==> config.mk <==
export PLATFORM = sky130hd
export DESIGN_NAME = state_sequencer
export DESIGN_NICKNAME = d
export VERILOG_FILES = /design/src/rtl/state_sequencer_pkg.sv /design/src/rtl/state_sequencer_lmsm_counter.sv /design/src/rtl/state_sequencer.sv
export SDC_FILE = /design/constraint.sdc
export NUM_CORES = 1
export LEC_CHECK = 0
export CAP_MARGIN = 30
export CORE_MARGIN = 4
export CORE_UTILIZATION = 49
export DETAILED_ROUTE_END_ITERATION = 10
export PLACE_DENSITY = 0.79
export SLEW_MARGIN = 20
export SYNTH_ARGS = -nofsm -noshare
export SYNTH_HDL_FRONTEND = slang
export SYNTH_SLANG_ARGS = --single-unit
==> constraint.sdc <==
create_clock -name clk -period 4.52 [get_ports clk]
set_input_delay 1.356 -clock clk [delete_from_list [all_inputs] [get_ports clk]]
set_output_delay 1.356 -clock clk [all_outputs]
set_load 0.05 [all_outputs]
==> src/rtl/state_sequencer_pkg.sv <==
// Shared processor package: state IDs, opcodes and condition codes used by the
// sequencer and the control decoder.
`default_nettype none

package state_sequencer_pkg;

  typedef enum logic [5:0] {
    ST_FETCH    = 6'd0,
    ST_ALU_EX   = 6'd1,
    ST_ALU_WB   = 6'd2,
    ST_ADI_EX   = 6'd3,
    ST_ADI_WB   = 6'd4,
    ST_NDU_EX   = 6'd8,
    ST_NDU_WB   = 6'd9,
    ST_LHI_EX   = 6'd11,
    ST_LHI_WB   = 6'd12,
    ST_BEQ_PC   = 6'd13,
    ST_BEQ_WB   = 6'd14,
    ST_SW_ADDR  = 6'd15,
    ST_SW_MEM   = 6'd16,
    ST_LW_MEM   = 6'd18,
    ST_LW_WB    = 6'd19,
    ST_JAL_EX   = 6'd20,
    ST_JAL_WB   = 6'd21,
    ST_PCINC    = 6'd22,
    ST_LW_ADDR  = 6'd24,
    ST_BEQ_CMP  = 6'd28,
    ST_JLR      = 6'd29,
    ST_LM_INIT  = 6'd30,
    ST_LM_CHECK = 6'd31,
    ST_LM_READ  = 6'd32,
    ST_LM_ADV   = 6'd33,
    ST_SM_INIT  = 6'd34,
    ST_SM_CHECK = 6'd35,
    ST_SM_WRITE = 6'd36,
    ST_SM_ADV   = 6'd37
  } state_e;

  localparam logic [3:0] OP_ADD = 4'b0000;
  localparam logic [3:0] OP_ADI = 4'b0001;
  localparam logic [3:0] OP_NDU = 4'b0010;
  localparam logic [3:0] OP_LHI = 4'b0011;
  localparam logic [3:0] OP_LW  = 4'b0100;
  localparam logic [3:0] OP_SW  = 4'b0101;
  localparam logic [3:0] OP_LM  = 4'b0110;
  localparam logic [3:0] OP_SM  = 4'b0111;
  localparam logic [3:0] OP_JAL = 4'b1000;
  localparam logic [3:0] OP_JLR = 4'b1001;
  localparam logic [3:0] OP_BEQ = 4'b1100;

  localparam logic [1:0] COND_C = 2'b10;
  localparam logic [1:0] COND_Z = 2'b01;

  // Conditional ALU ops are squashed when their selected flag is clear.
  function automatic logic cond_skip(input logic [1:0] cond, input logic c, input logic z);
    return ((cond == COND_C) && !c) || ((cond == COND_Z) && !z);
  endfunction

endpackage

`default_nettype wire

==> src/rtl/state_sequencer_lmsm_counter.sv <==
// LM/SM register-list latch and 3-bit index counter.
`default_nettype none

module lmsm_counter (
  input  logic       clk,
  input  logic       reset,
  input  logic       load,
  input  logic       step,
  input  logic [7:0] list_in,
  output logic [2:0] idx,
  output logic       bit_set,
  output logic       last
);

  logic [7:0] list_q;
  logic [2:0] cnt_q;

  always_ff @(posedge clk or posedge reset) begin
    if (reset) begin
      list_q <= '0;
      cnt_q  <= '0;
    end else if (load) begin
      list_q <= list_in;
      cnt_q  <= '0;
    end else if (step && !last) begin
      cnt_q  <= cnt_q + 3'd1;
    end
  end

  assign idx     = cnt_q;
  assign bit_set = list_q[cnt_q];
  assign last    = (cnt_q == 3'd7);

endmodule

`default_nettype wire

==> src/rtl/state_sequencer.sv <==
// Multi-cycle instruction sequencer: Moore FSM whose registered state drives the
// control decoder, including the LM/SM register-list loop.
`default_nettype none

module state_sequencer
  import state_sequencer_pkg::*;
#(
  parameter int STATE_W = 6
) (
  input  logic               clk,
  input  logic               reset,
  input  logic [15:0]        ir,
  input  logic               mem_ready,
  input  logic               compare,
  input  logic               carry_flag,
  input  logic               zero_flag,
  output logic [STATE_W-1:0] state_id,
  output logic [2:0]         reg_idx,
  output logic               instr_done,
  output logic               illegal_op
);

  state_e     state_q, state_d;
  logic       lm_load, lm_step, lm_bit_set, lm_last;
  logic [3:0] opcode;
  logic       skip;
  logic       ir_unused;

  assign opcode    = ir[15:12];
  assign skip      = cond_skip(ir[1:0], carry_flag, zero_flag);
  assign ir_unused = ^ir[11:8];

  lmsm_counter u_lmsm_counter (
    .clk     (clk),
    .reset   (reset),
    .load    (lm_load),
    .step    (lm_step),
    .list_in (ir[7:0]),
    .idx     (reg_idx),
    .bit_set (lm_bit_set),
    .last    (lm_last)
  );

  always_ff @(posedge clk or posedge reset) begin
    if (reset) state_q <= ST_FETCH;
    else       state_q <= state_d;
  end

  always_comb begin
    state_d    = ST_FETCH;
    lm_load    = 1'b0;
    lm_step    = 1'b0;
    illegal_op = 1'b0;
    case (state_q)
      ST_FETCH:    state_d = mem_ready ? ST_PCINC : ST_FETCH;
      ST_PCINC: begin
        case (opcode)
          OP_ADD:  state_d = skip ? ST_FETCH : ST_ALU_EX;
          OP_NDU:  state_d = skip ? ST_FETCH : ST_NDU_EX;
          OP_ADI:  state_d = ST_ADI_EX;
          OP_LHI:  state_d = ST_LHI_EX;
          OP_LW:   state_d = ST_LW_ADDR;
          OP_SW:   state_d = ST_SW_ADDR;
          OP_BEQ:  state_d = ST_BEQ_CMP;
          OP_JAL:  state_d = ST_JAL_EX;
          OP_JLR:  state_d = ST_JLR;
          OP_LM:   state_d = ST_LM_INIT;
          OP_SM:   state_d = ST_SM_INIT;
          default: illegal_op = 1'b1;
        endcase
      end
      ST_ALU_EX:   state_d = ST_ALU_WB;
      ST_NDU_EX:   state_d = ST_NDU_WB;
      ST_ADI_EX:   state_d = ST_ADI_WB;
      ST_LHI_EX:   state_d = ST_LHI_WB;
      ST_LW_ADDR:  state_d = ST_LW_MEM;
      ST_LW_MEM:   state_d = mem_ready ? ST_LW_WB : ST_LW_MEM;
      ST_SW_ADDR:  state_d = ST_SW_MEM;
      ST_SW_MEM:   state_d = mem_ready ? ST_FETCH : ST_SW_MEM;
      ST_BEQ_CMP:  state_d = compare ? ST_BEQ_PC : ST_FETCH;
      ST_BEQ_PC:   state_d = ST_BEQ_WB;
      ST_JAL_EX:   state_d = ST_JAL_WB;
      ST_LM_INIT: begin
        lm_load = 1'b1;
        state_d = ST_LM_CHECK;
      end
      ST_LM_CHECK: state_d = lm_bit_set ? ST_LM_READ : ST_LM_ADV;
      ST_LM_READ:  state_d = mem_ready ? ST_LM_ADV : ST_LM_READ;
      ST_LM_ADV: begin
        lm_step = !lm_last;
        state_d = lm_last ? ST_FETCH : ST_LM_CHECK;
      end
      ST_SM_INIT: begin
        lm_load = 1'b1;
        state_d = ST_SM_CHECK;
      end
      ST_SM_CHECK: state_d = lm_bit_set ? ST_SM_WRITE : ST_SM_ADV;
      ST_SM_WRITE: state_d = mem_ready ? ST_SM_ADV : ST_SM_WRITE;
      ST_SM_ADV: begin
        lm_step = !lm_last;
        state_d = lm_last ? ST_FETCH : ST_SM_CHECK;
      end
      // Single-cycle tails and unused encodings all land back in FETCH.
      default:     state_d = ST_FETCH;
    endcase
  end

  assign instr_done = (state_d == ST_FETCH) && (state_q != ST_FETCH);
  assign state_id   = STATE_W'(state_q);

endmodule

`default_nettype wire

==> impl_metrics.yaml <==
status:
  status: "finished, violations left"
  violations: "setup timing"
routing:
  drt_drc_violations_left: 0
  wl_per_cell_um: 15.7
  antenna_left: 0
  first_pass_iters: 5
  routed_wl_um: 3240
  vias: 1233
  via_per_inst: 5.96
  drt_iter0_markers: 90
finish:
  area.growth.synth_to_final_pct: 30.7
  most-common-layout-cells: "17 x clkdlybuf4s50_1, 17 x dfrtp_1, 14 x nor2_1, 14 x buf_4, 12 x a21oi_1"
  fin_util: 0.701
  fillers: 197
  insertedDiodeCount: 0
  final_layout_size_suffix_gt1_frac: 0.288
  fin_cells: 207
  fin_area_sq_um: 1800
  final_nets: 202
setup_path:
  reg2reg_depth: 7
  cp.required_ns: 3.16
  startpoint_type: "primary input"
  rr_startpoint: "u_lmsm_counter.idx[1]"
  rr_endpoint: "state_id[0]"
  cp_max_fo: 4
  worstPathArrival_ns: 3.24
  worstSetupPathType: "in -> out"
  r2r_slack_ns: 2.22
  endpoint_kind: "output port"
sta:
  fmax_mhz: 218
  setup_violations: 1
  setup_slack_ns: -0.0757
  worst_slew_pin_slew_ns: 0.759
  max_slew_margin: 0.487
  skew_ns: 0.00868
  finalMaxSlewViolations: 0
  fin_crit_ns: 4.60
  tns_ns: -0.0757
  rsz0062_at_grt: "true"
  finalCritPeriodShare: 1.02
  hold_violations: 0
power:
  p_leak_uw: 0.000806
  power_uw: 826
  powerDensity_nw_per_um2: 459
  peakVddDrop_mv: 0.430
placed_design:
  dpl_cell_area_sq_um: 1760
  post-place-cells: 203
  gp_congestion: 0.825
  hpwlAfterDp_um: 2460
  portBuffers: 28
run:
  drv_cap: 0
clock_tree:
  cts_tree: "yes"
  clk_latency_ns: 0.29
  cts.sinks: 17
  cts_made_buffers: 3
  cts_max_path_buffers: 2
  clkTransAtPathRegs_ns: 0.10
  htreeDepth: 1
  ctsRootBufferMaster: "clkbuf_4"
logic_synthesis:
  syn_inst: 141
  async_flop_share: 1.00
  synth_ff_type: "dfrtp_1"
  syn_avg_cell_area_sq_um: 9.76
  ys_seq_area_frac: 0.309
  syn_area_sq_um: 1380
  synth_warnings: 0
  synth.net_count: 165
  ys_seq_elements: 17
  synth-edff-count: 0
  ys_types: 58
min_path:
  hp-start: "u_lmsm_counter.list_q[5]"
  hold_depth: 1
  hp-class: "reg -> reg"
  holdPathEnd: "u_lmsm_counter.list_q[5]"
global_route:
  grt_overflow: 0
  antenna_found_initial: 0
  grt_pass1_wl_um: 5800
  grt_pass1_vias: 1244
  grt_max_degree: 19
  grt_use_total: 0.205
floorplanning:
  ios: 33
  rows: 18
  die_y_um: 61
  core_area_sq_um: 2570
  initial_core_util: 0.536
  die_w_um: 61
  dieArea_sq_um: 3720
==> cell type report <==
type,count,area [sq um],area share
tap,30,37.5,0.0209
sequential,17,425,0.236
inverter,4,15.0,0.00834
clock buffer,3,22.5,0.0125
clock inverter,1,5.00,0.00278
timing repair buffer,42,399,0.222
multi-input combinational,110,895,0.497
==> synth_stat cells, types with 2 or more instances <==
library cell | count | area (sq um)
dfrtp_1 | 17 | 425
nor2_1 | 14 | 52.6
a21oi_1 | 12 | 60.1
nand2_1 | 8 | 30.0
mux2_2 | 5 | 56.3
nor2b_1 | 5 | 31.3
buf_2 | 4 | 20.0
inv_1 | 4 | 15.0
nor3b_1 | 4 | 30.0
o21ai_0 | 4 | 20.0
buf_6 | 3 | 33.8
mux2_1 | 3 | 33.8
mux2i_1 | 3 | 30.0
nor4bb_1 | 3 | 30.0
or4b_1 | 3 | 30.0
a21o_2 | 2 | 17.5
ha_1 | 2 | 25.0
mux4_2 | 2 | 45.0
nand3_1 | 2 | 10.0
or3_1 | 2 | 12.5
xor2_1 | 2 | 17.5
==> per-stage QoR <==
step	hold slack [ns]	worst slack (ns)
floorplan	0.452	-0.0580
global placement	0.466	-0.451
detailed placement	0.482	-0.495
CTS	0.506	-0.0905
global route	0.521	-0.185
finish	0.504	-0.0757
==> where the power goes <==
group	internal, uW	switching [uW]	total, uW
logic	233	248	481
clock network	33.0	47.6	80.6
registers	183	81.0	264
total	449	377	826
==> metal layers <==
metal,part of all wire,up-vias,GRT usage
met5,0,-,0
met4,0.0065,0,0.0464
met3,0.052,2,0.0404
met2,0.48,37,0.333
met1,0.46,586,0.284
li1,-,608,-
==> worst max-delay path: stages <==
cell and delay (ns):
dlygate4sd2_1 0.26, buf_4 0.14, nor2_1 0.11, a21oi_1 0.11, a31o_1 0.24, or4b_4 0.49, nor4_4 0.35, buf_12 0.18
==> repair_timing <==
item / 4_1_cts / 5_1_grt
hold buffers: 0 / 0
gates resized for setup: 28 / 1
endpoints found under the setup margin: 1 / 1
pin swaps: 8 / 5
setup buffers: 0 / 0
==> worst max path at each step <==
stage,endpoint,slack [ns],start,depth (start not counted)
detailed placement,instr_done,-0.49,ir[1],8
finish,instr_done,-0.08,ir[14],8
global route,instr_done,-0.18,zero_flag,8
CTS,instr_done,-0.09,zero_flag,8
global placement,instr_done,-0.45,ir[0],8
floorplan,instr_done,-0.06,ir[1],6
==> cell families (layout without fill, tap and decap cells) <==
group | Yosys count | in the layout | synth area share
compound gates | 39 | 39 | 0.221
xor+xnor | 2 | 2 | 0.0127
fa+ha+maj | 2 | 2 | 0.0182
buf+inv | 14 | 50 | 0.0682
flops | 17 | 17 | 0.309
mux | 13 | 13 | 0.120
simple gates | 54 | 54 | 0.251
==> sequential cells by signal, indices dropped and copies added (netlist names) <==
signal	flops
state_id	6
u_lmsm_counter.idx	3
u_lmsm_counter.list_q	8
(Power assumes the default switching activity.)
